$ cat src/rtl/logic_arbiter.sv
`default_nettype none
// ============================================================================
// Module   : logic_arbiter
// Purpose  : Shares one bitwise logic unit (AND/OR/XOR/NOR) between two
//            requesters with round-robin arbitration. The granted operation is
//            computed and captured in a single output register, which is
//            drained through a valid/ready handshake. Grants are counted per
//            requester for debug.
// Ports    : clk, rst            - clock, asynchronous active-high reset
//            reqN_valid/op/a/b   - request N operation and operands (N=0,1)
//            reqN_ready          - request N granted this cycle (combinational)
//            out_valid/out_ready - result handshake
//            out_data/id/zero    - registered result, source, zero flag
//            cnt0, cnt1          - wrapping grant counters
// Revision : 1.0 - initial release
// ============================================================================
module logic_arbiter #(
    parameter int WIDTH = 32,
    parameter int CNT_W = 8
) (
    input  logic             clk,
    input  logic             rst,
    input  logic             req0_valid,
    input  logic [1:0]       req0_op,
    input  logic [WIDTH-1:0] req0_a,
    input  logic [WIDTH-1:0] req0_b,
    output logic             req0_ready,
    input  logic             req1_valid,
    input  logic [1:0]       req1_op,
    input  logic [WIDTH-1:0] req1_a,
    input  logic [WIDTH-1:0] req1_b,
    output logic             req1_ready,
    output logic             out_valid,
    input  logic             out_ready,
    output logic [WIDTH-1:0] out_data,
    output logic             out_id,
    output logic             out_zero,
    output logic [CNT_W-1:0] cnt0,
    output logic [CNT_W-1:0] cnt1
);

    localparam logic [1:0] C_OP_AND = 2'b00;
    localparam logic [1:0] C_OP_OR  = 2'b01;
    localparam logic [1:0] C_OP_XOR = 2'b10;

    typedef enum logic [0:0] {
        S_EMPTY = 1'b0,
        S_FULL  = 1'b1
    } state_t;

    state_t             state_q;
    logic [WIDTH-1:0]   data_q;
    logic               id_q;
    logic               zero_q;
    logic               last_grant_q;
    logic [CNT_W-1:0]   cnt0_q;
    logic [CNT_W-1:0]   cnt1_q;

    logic               free;
    logic               grant0;
    logic               grant1;
    logic               xfer0;
    logic               xfer1;
    logic               xfer_any;
    logic [1:0]         sel_op;
    logic [WIDTH-1:0]   sel_a;
    logic [WIDTH-1:0]   sel_b;
    logic [WIDTH-1:0]   result_d;

    // The slot can accept a new result when empty or when the current one
    // leaves this cycle.
    assign free = (state_q == S_EMPTY) || out_ready;

    // On contention the requester that did not win last time is chosen.
    assign grant0 = req0_valid && (!req1_valid || last_grant_q);
    assign grant1 = req1_valid && (!req0_valid || !last_grant_q);

    assign req0_ready = free && grant0;
    assign req1_ready = free && grant1;

    assign xfer0    = req0_valid && req0_ready;
    assign xfer1    = req1_valid && req1_ready;
    assign xfer_any = xfer0 || xfer1;

    // Operand mux feeds the single shared logic unit.
    always_comb begin
        sel_op = req0_op;
        sel_a  = req0_a;
        sel_b  = req0_b;
        if (xfer1) begin
            sel_op = req1_op;
            sel_a  = req1_a;
            sel_b  = req1_b;
        end
    end

    always_comb begin
        result_d = '0;
        case (sel_op)
            C_OP_AND: result_d = sel_a & sel_b;
            C_OP_OR:  result_d = sel_a | sel_b;
            C_OP_XOR: result_d = sel_a ^ sel_b;
            default:  result_d = ~(sel_a | sel_b);
        endcase
    end

    always_ff @(posedge clk or posedge rst) begin
        if (rst) begin
            state_q      <= S_EMPTY;
            data_q       <= '0;
            id_q         <= 1'b0;
            zero_q       <= 1'b0;
            // Pretend requester 1 won last so requester 0 wins first contention.
            last_grant_q <= 1'b1;
            cnt0_q       <= '0;
            cnt1_q       <= '0;
        end else begin
            case (state_q)
                S_EMPTY: begin
                    if (xfer_any) begin
                        state_q <= S_FULL;
                    end
                end
                S_FULL: begin
                    if (out_ready && !xfer_any) begin
                        state_q <= S_EMPTY;
                    end
                end
                default: state_q <= S_EMPTY;
            endcase

            // A new result overwrites the register; a plain drain keeps the
            // last values visible.
            if (xfer_any) begin
                data_q       <= result_d;
                id_q         <= xfer1;
                zero_q       <= (result_d == '0);
                last_grant_q <= xfer1;
            end
            if (xfer0) begin
                cnt0_q <= cnt0_q + 1'b1;
            end
            if (xfer1) begin
                cnt1_q <= cnt1_q + 1'b1;
            end
        end
    end

    assign out_valid = (state_q == S_FULL);
    assign out_data  = data_q;
    assign out_id    = id_q;
    assign out_zero  = zero_q;
    assign cnt0      = cnt0_q;
    assign cnt1      = cnt1_q;

endmodule
`default_nettype wire

$ cat config.mk
export PLATFORM = sky130hd
export DESIGN_NAME = logic_arbiter
export DESIGN_NICKNAME = d
export VERILOG_FILES = /design/src/rtl/logic_arbiter.sv
export SDC_FILE = /design/constraint.sdc
export NUM_CORES = 1
export LEC_CHECK = 0
export ABC_AREA = 1
export BUFFER_PORTS_ARGS = -buffer_cell sky130_fd_sc_hd__clkbuf_2
export CELL_PAD_IN_SITES_DETAIL_PLACEMENT = 0
export CELL_PAD_IN_SITES_GLOBAL_PLACEMENT = 2
export CORE_ASPECT_RATIO = 1.5
export CORE_MARGIN = 2
export CORE_UTILIZATION = 28
export CTS_CLUSTER_SIZE = 14
export DETAILED_ROUTE_END_ITERATION = 10
export MAX_ROUTING_LAYER = met4
export PLACE_DENSITY = 0.95
export SKIP_CTS_REPAIR_TIMING = 1
export SYNTH_ARGS = -nofsm -noshare
export SYNTH_HDL_FRONTEND = slang
export SYNTH_SLANG_ARGS = --single-unit
$ cat constraint.sdc
create_clock -name clk -period 5.8 [get_ports clk]
set_input_delay 1.74 -clock clk [delete_from_list [all_inputs] [get_ports clk]]
set_output_delay 1.74 -clock clk [all_outputs]
set_load 0.005 [all_outputs]
# Yosys cells after proc, flatten, opt, wreduce, memory -nomap -nowiden
# Cells that the tools add are included.
# classes
add_sub_neg	2
eq_ne	2
n_mux	7
bitwise	5
n_reduce_logical	17
# op_table
cell	n
case mux 32 bit (3 select lines)	1
two-way mux 32 bit	2
AND 32 bit	1
logical NOT 32 bit	1
inverter 32 bit	1
bitwise OR 32 bit	1
XOR 32 bit	1
adder 8 x 1 -> 8 bit (second input constant)	2
logical AND 1 bit	7
logical NOT 1 bit	4
logical OR 1 bit	4
== test 2 x 1 -> 1 bit (second input constant)	1
== test 2 bit (second input constant)	1
logical NOT 2 bit	1
two-way mux 1 bit	2
two-way mux 2 bit	1
case mux 1 bit (2 select lines)	1
inverter 1 bit	1
# word_totals
regBits	52
in_bits	137
out_inout_bits	53
elab_cells	40

# Logic depth before layout (Yosys ltp)
# Gate-level depths: netlist of the first run.
# depth
ltp_word	10
depth_mapped	19
mapped_depth_nobuf	17

# Worst setup path after synthesis of the first run
# OpenSTA, ideal clock, no wires.
# synth_path
kind	input-to-output
start	input req1_valid
end	output req1_ready
arrival_time_ns	2.282
t_required_ns	4.060
slack_ns	1.778
stages	4
n_path_buf	2
cell_sequence	buf_4 > nand3_4 > inv_2 > clkbuf_1
# synth_via
elab_chain_len	2
# synth_rtl
element	line	rtl
start, declared	28	input logic req1_valid,
logical AND 1 bit	76	assign grant1 = req1_valid && (!req0_valid || !last_grant_q);
logical AND 1 bit	79	assign req1_ready = free && grant1;
end, declared	32	output logic req1_ready,
# Every way passes these cells.

# Worst setup path in the final report of the first run
# layout_path
start	input req0_valid
end	output req1_ready
# layout_via
elab_chain_len	4
# layout_rtl
element	line	rtl
start, declared	23	input logic req0_valid,
logical NOT 1 bit	76	
logical OR 1 bit	76	
logical AND 1 bit	76	
logical AND 1 bit	79	
# Every way passes these cells.

==> results of run 1 <==
## registers in the layout, summed over array words and instances, names as in the netlist
name,cells
last_grant_q,1
out_valid,1
cnt0,8
out_zero,1
out_id,1
out_data,32
cnt1,8
## per-stage QoR
stage	hold slack (ns)	utilization	std cells	setup WS [ns]	total power, mW
after floorplan	0.465	-	757	1.78	1.15
after global placement	0.458	0.344	1130	0.844	1.51
after detailed placement	0.461	0.344	1130	0.775	1.52
after CTS	0.475	0.354	1138	0.912	1.87
after global routing	0.494	0.354	1138	0.668	2.03
final	0.468	0.354	1138	0.957	1.84
## power breakdown
| group | internal [mW] | switching [mW] |
|---|---|---|
| Combinational | 0.353 | 0.525 |
| Clock | 0.206 | 0.134 |
| Sequential | 0.506 | 0.113 |
| Total | 1.06 | 0.773 |
## area by class of cell
type	instances	area, um^2	area share
Timing Repair Buffer	193	976	0.155
Tap cell	217	272	0.0432
Clock inverter	2	38.8	0.00617
Inverter	136	510	0.0812
Multi-Input combinational cell	532	3060	0.487
Sequential cell	52	1300	0.207
Clock buffer	6	129	0.0205
## path summary, 6_finish.rpt
path,startpoint,to,slack [ns],cells past startpoint
max,req0_valid,req1_ready,0.96,5
min,cnt0[7],cnt0[7],0.47,1
max reg2reg,last_grant_q,out_zero,2.25,15
min reg2reg,cnt0[7],cnt0[7],0.47,1
max in group asynchronous,rst,out_valid,3.38,2
min in group asynchronous,rst,out_data[13],1.70,2
## worst max-delay path, cell delays in order
cell      delay [ns]
clkbuf_2        0.10
nand2_2         0.12
nand3_4         0.33
inv_2           0.59
clkbuf_2        0.22
## logic make-up after synthesis
kind of cell / after synthesis
fa+ha+maj: 66
buf+inv: 173
mux: 1
flops: 52
compound gates: 124
simple gates: 327
xor+xnor: 14
## synthesized netlist by cell type (all sizes together) (3+ instances only)
library cell / instances / area, um^2
nand4: 10 / 62.6
or2: 34 / 213
o21ai: 113 / 566
xor2: 8 / 70.1
inv: 136 / 510
clkbuf: 21 / 78.8
buf: 16 / 100
xnor2: 6 / 52.6
nand3: 61 / 318
o211ai: 3 / 22.5
nor2: 19 / 78.8
a21oi: 6 / 33.8
ha: 66 / 826
nand2: 200 / 768
dfrtp: 51 / 1280
## layer usage
layer / vias up / track usage
met3: 12 / 0.0108
met2: 132 / 0.258
met4: 0 / 0.0467
met5: - / -
li1: 2680 / -
met1: 2235 / 0.216
==> run_results.csv, run 1 <==
group,metric,value,unit
sta,post-route-min-period,4.84,ns
drt,wl_per_cell,13.1,um
drt,drtIter0Drc,289,
logic_synthesis,synthSimpleGateAreaFrac,0.289,
layout,syn_to_final_growth,24.6,%
cts,root_buffer,"clkbuf_16",
flow_run,maxCapViolCount,0,
cts,clkSlewWorstSetupHoldPaths,0.06,ns
sta,final-hold-violation-count,0,
drt,drtAntennaViolNets,0,
drt,dr.pass1.iters,4,
global_routing,first_global_vias,4617,
cts,cts_tree,"yes",
sta,relSlewSlack,0.250,
sta,rsz0062_at_grt,"false",
layout,antennaDiodeCount,0,
floorplan,pin_count,190,
logic_synthesis,synth_cell_types,31,
pwr,power.density,292,nW/um^2
critical_path,crit_type,"in2out",
drt,detail_route.vias_per_cell,4.45,
cts,clkLatencyLatePin,0.30,ns
sta,drv_slew,0,
logic_synthesis,synthCells,757,
logic_synthesis,synth_area,5050,um^2
place,placed_cell_area,6120,um^2
pwr,vdd_drop_max,0.000125,V
logic_synthesis,synthAdderAreaFrac,0.164,
critical_path,cp.required,4.06,ns
floorplan,initial_utilization,0.284,
global_routing,antenna_found_initial,0,
layout,final_cell_mix,"195 x nand2_1, 189 x clkbuf_2, 132 x inv_1",
sta,tightest_slew,1.12,ns
drt,wl_met2,7.24,mm
sta,final-setup-viol-count,0,
layout,drive_gt1_frac,0.273,
cts,clockBufferDepth,2,
drt,routed_wirelength,15.0,mm
critical_path,worstPathMaxFanout,39,
global_routing,track_usage,0.160,
cts,h-tree-depth,2,
logic_synthesis,synth_compound_area_frac,0.126,
logic_synthesis,synth_enable_flop_cells,0,
layout,final_common_cell,"nand2_1",
drt,top_layer_used,"met4",
layout,n_fill_cell,1965,
cts,numClockSinks,52,
drt,dr_wl_met3,593,um
logic_synthesis,syn_avg_cell_area,6.67,um^2
logic_synthesis,ys_seq_area_frac,0.258,
place,dp_hpwl,11.9,mm
logic_synthesis,synth_nets,960,
layout,fin_nets,1123,
global_routing,grt_pass1_wl,23.8,mm
floorplan,die-width,114,um
cts,numCtsBuffers,5,
place,port_buffers,189,
layout,stdcell_area,6290,um^2
logic_synthesis,ys_ff_latch,52,
sta,setup_tns,0,ns
drt,num_vias,5059,
sta,clock-skew-final,0.00870,ns
logic_synthesis,yosysWarnings,0,
critical_path,cp-end-kind,"output pin",
floorplan,core_area,17800,um^2
hold_path,holdCritPathClass,"reg2reg",
sta,max_freq,206,MHz
logic_synthesis,synth_ff_type,"dfrtp_1",
sta,fin_crit_sh,0.835,
pwr,p_leak,3.66,nW
logic_synthesis,synth-xor-area-share,0.0243,
drt,drc,0,
outcome,outcome,"complete, no violations",
critical_path,critical_path_arrival,3.10,ns
floorplan,fp-row-count,60,
drt,wl_met1,6.89,mm
logic_synthesis,synth_top_family_by_area,"simple AND/OR/NAND/NOR gates",
critical_path,worstSetupStartpointType,"input port",
floorplan,dieArea,19100,um^2
logic_synthesis,async_flop_share,1.00,
global_routing,grt_max_degree,70,
floorplan,die_h,168,um
logic_synthesis,synth.area.mux_share,0.00223,
place,gp_congestion,0.802,
global_routing,grt-ovfl-total,0,
Note: power is estimated with default switching activity, not from simulation.
==> run 2: changes to the inputs <==
--- a/config.mk
+++ b/config.mk
@@ -5,17 +5,17 @@
 export SDC_FILE = /design/constraint.sdc
 export NUM_CORES = 1
 export LEC_CHECK = 0
-export ABC_AREA = 1
+export ABC_AREA = 0
 export BUFFER_PORTS_ARGS = -buffer_cell sky130_fd_sc_hd__clkbuf_2
 export CELL_PAD_IN_SITES_DETAIL_PLACEMENT = 0
 export CELL_PAD_IN_SITES_GLOBAL_PLACEMENT = 2
 export CORE_ASPECT_RATIO = 1.5
 export CORE_MARGIN = 2
-export CORE_UTILIZATION = 28
+export CORE_UTILIZATION = 29
 export CTS_CLUSTER_SIZE = 14
 export DETAILED_ROUTE_END_ITERATION = 10
 export MAX_ROUTING_LAYER = met4
-export PLACE_DENSITY = 0.95
+export PLACE_DENSITY = 0.92
 export SKIP_CTS_REPAIR_TIMING = 1
 export SYNTH_ARGS = -nofsm -noshare
 export SYNTH_HDL_FRONTEND = slang
==> constraint.sdc (replaced) <==
create_clock -name clk -period 4.5 [get_ports clk]
set_input_delay 1.35 -clock clk [delete_from_list [all_inputs] [get_ports clk]]
set_output_delay 1.35 -clock clk [all_outputs]
set_load 0.005 [all_outputs]
==> run 2 against run 1 <==
Final cell count grew 5.4%. Sequential power rose by 14%. Design area up 20%. Via count up 22%. Global-route usage rose by 2.9 points. Die area rose by 15%. Total power rose by 14%. Core utilization rose by 1.5 points. Sequential share of layout area decreased by 3.4 points. Hold slack improved by 0.011 ns. Critical path depth rose by 10. Highest routed layer unchanged.
==> run_results.csv, run 2 <==
group,metric,value,unit
cts,numClockSinks,52,
floorplan,core_area,20400,um^2
logic_synthesis,synthSimpleGateAreaFrac,0.251,
global_routing,first_global_vias,6089,
floorplan,pin_count,190,
place,port_buffers,189,
critical_path,cpLargestDelayFamily,"simple AND/OR/NAND/NOR gates",
sta,max_freq,242,MHz
layout,syn_to_final_growth,24.6,%
drt,num_vias,6161,
floorplan,fp-row-count,64,
critical_path,cp.required,4.71,ns
critical_path,r2r_slack,1.02,ns
floorplan,die-width,122,um
logic_synthesis,synth_compound_area_frac,0.185,
critical_path,crit_chain,"clkbuf_2 > nand2b_1 > nand3_4 > buf_4 > nand2_1 > nand2_1 > inv_1 > ha_1 > nor2b_1 > o2111ai_1 > a22oi_1 > a31oi_1 > or4_1 > or4b_1 > o31ai_2",
drt,drc,0,
pwr,power.density,278,nW/um^2
layout,antennaDiodeCount,0,
logic_synthesis,synth.area.mux_share,0.0967,
critical_path,worstPathMaxFanout,15,
sta,rsz0062_at_grt,"false",
flow_run,maxCapViolCount,0,
global_routing,antenna_found_initial,0,
logic_synthesis,synthTopCellsByCount,"135 x nand2_1, 97 x nor2b_1, 68 x inv_1",
layout,fin_nets,1138,
logic_synthesis,syn_avg_cell_area,7.81,um^2
sta,drv_slew,0,
critical_path,cpMostUsedCell,"nand2_1",
floorplan,die_h,181,um
layout,n_fill_cell,2222,
global_routing,grt_pass1_wl,32.4,mm
place,pre_cts_ws,0.0620,ns
logic_synthesis,synth_area,6040,um^2
sta,tightest_slew,0.959,ns
logic_synthesis,synthCells,773,
sta,relSlewSlack,0.361,
critical_path,crit_type,"in2reg",
layout,largest_register_ffs,32,
floorplan,initial_utilization,0.296,
critical_path,crit_cells,15,
sta,fin_crit_sh,0.919,
critical_path,r2r-end,"out_zero",
sta,post-route-min-period,4.14,ns
logic_synthesis,synth_top_family_by_area,"simple AND/OR/NAND/NOR gates",
cts,h-tree-depth,2,
logic_synthesis,synth_top_area_frac,0.211,
logic_synthesis,synth.area.top_cells,"dfrtp_1 21%, ha_1 14%, nor2b_1 10%",
layout,final_common_cell,"clkbuf_2",
critical_path,reg2reg_from,"last_grant_q",
critical_path,critPathSlowestCell,"or4b_1",
drt,dr.pass1.iters,5,
critical_path,cp_slowest_stage_delay,0.54,ns
drt,wl_per_cell,17.0,um
place,gp_congestion,0.818,
cts,clkLatencyLatePin,0.30,ns
layout,final_cell_mix,"189 x clkbuf_2, 135 x nand2_1, 96 x nor2b_1",
place,dp_hpwl,15.2,mm
logic_synthesis,yosysWarnings,0,
critical_path,r2r_cells,14,
floorplan,dieArea,22000,um^2
cts,numCtsBuffers,5,
logic_synthesis,synthAdderAreaFrac,0.137,
cts,clockBufferDepth,2,
cts,root_buffer,"clkbuf_16",
cts,clkSlewWorstSetupHoldPaths,0.08,ns
logic_synthesis,synth_area_leader_cell,"dfrtp_1",
drt,drtAntennaViolNets,0,
critical_path,path_buf_inv,3,
critical_path,cp-end-kind,"register",
logic_synthesis,synth_cell_types,46,
logic_synthesis,ys_seq_area_frac,0.216,
hold_path,holdCritPathClass,"reg2reg",
logic_synthesis,synth_nets,976,
global_routing,grt_max_degree,43,
logic_synthesis,synth_enable_flop_cells,0,
sta,final-hold-violation-count,0,
logic_synthesis,yosysMostFrequentCell,"nand2_1",
logic_synthesis,synth_ff_type,"dfrtp_1",
layout,fin_util,0.369,
pwr,vdd_drop_max,0.000162,V
logic_synthesis,async_flop_share,1.00,
drt,drtIter0Drc,342,
global_routing,grt-ovfl-total,0,
sta,clock-skew-final,0.00531,ns
logic_synthesis,ys_ff_latch,52,
hold_path,min_to,"cnt0[7]",
global_routing,track_usage,0.189,
layout,drive_gt1_frac,0.279,
hold_path,hold_start,"cnt0[7]",
drt,detail_route.vias_per_cell,5.13,
pwr,p_total,2.09,mW
place,numPlacedInstances,1192,
sta,final-setup-viol-count,0,
critical_path,worstSetupStartpointType,"input port",
critical_path,critical_path_arrival,4.35,ns
hold_path,min_delay_path_depth,1,
drt,routed_wirelength,20.4,mm
logic_synthesis,synth-xor-area-share,0.0290,
layout,fin_cells,1200,
outcome,outcome,"complete, no violations",
sta,fin_ws,0.364,ns
pwr,p_leak,3.90,nW
sta,setup_tns,0,ns
cts,cts_tree,"yes",
run 2: cell types whose count changed after synthesis, moves of 34 or more:
cell     before  now
or2_2        34    0
nand3_1      60    4
nor2b_1       0   97
inv_1       133   68
o21ai_0     105   38
mux2i_1       0   37
nand2_1     195  135
run 2: per-stage QoR:
step,area (um^2),hold slack (ns)
finish,7530,0.479
global route,7530,0.507
CTS,7530,0.482
detailed placement,7370,0.466
global placement,7370,0.462
floorplan,6050,0.468
run 2: how the worst max path moves through the flow:
stage / end / slack, ns / start
after CTS: out_zero / 0.35 / out_ready
after detailed placement: out_zero / 0.06 / out_ready
after global placement: out_zero / 0.12 / out_ready
final: out_zero / 0.36 / out_ready
after global routing: out_zero / 0.17 / out_ready
after floorplan: out_zero / 0.04 / req0_valid
run 2: cells by family (layout without fill, tap and decap cells):
logic type	Yosys count	count (layout)
AND/OR/NAND/NOR	291	291
AO/OA/AOI/OAI	155	155
buffers and inverters	133	296
adder cells (fa/ha/maj)	66	66
multiplexers	56	56
flip-flops	52	52
XOR/XNOR	20	20
run 2: area by class of cell:
class | instances | area (um^2) | area share
Sequential cell | 52 | 1300 | 0.173
Timing Repair Buffer | 218 | 1230 | 0.163
Clock buffer | 5 | 125 | 0.0166
Inverter | 70 | 263 | 0.0349
Multi-Input combinational cell | 588 | 4250 | 0.565
Clock inverter | 3 | 26.3 | 0.00349
Tap cell | 264 | 330 | 0.0439
run 2: metal layers:
layer,track usage,up-vias,part of all wire
met3,0.0189,25,0.048
li1,-,3009,-
met4,0.0464,0,0.016
met5,-,-,0
met1,0.234,2941,0.41
met2,0.328,186,0.52
run 2: where the power goes:
group	leakage (nW)	internal, mW	switching, mW
clock	0.0680	0.211	0.197
sequential	0.633	0.592	0.115
combinational	3.20	0.445	0.532
total	3.90	1.25	0.844
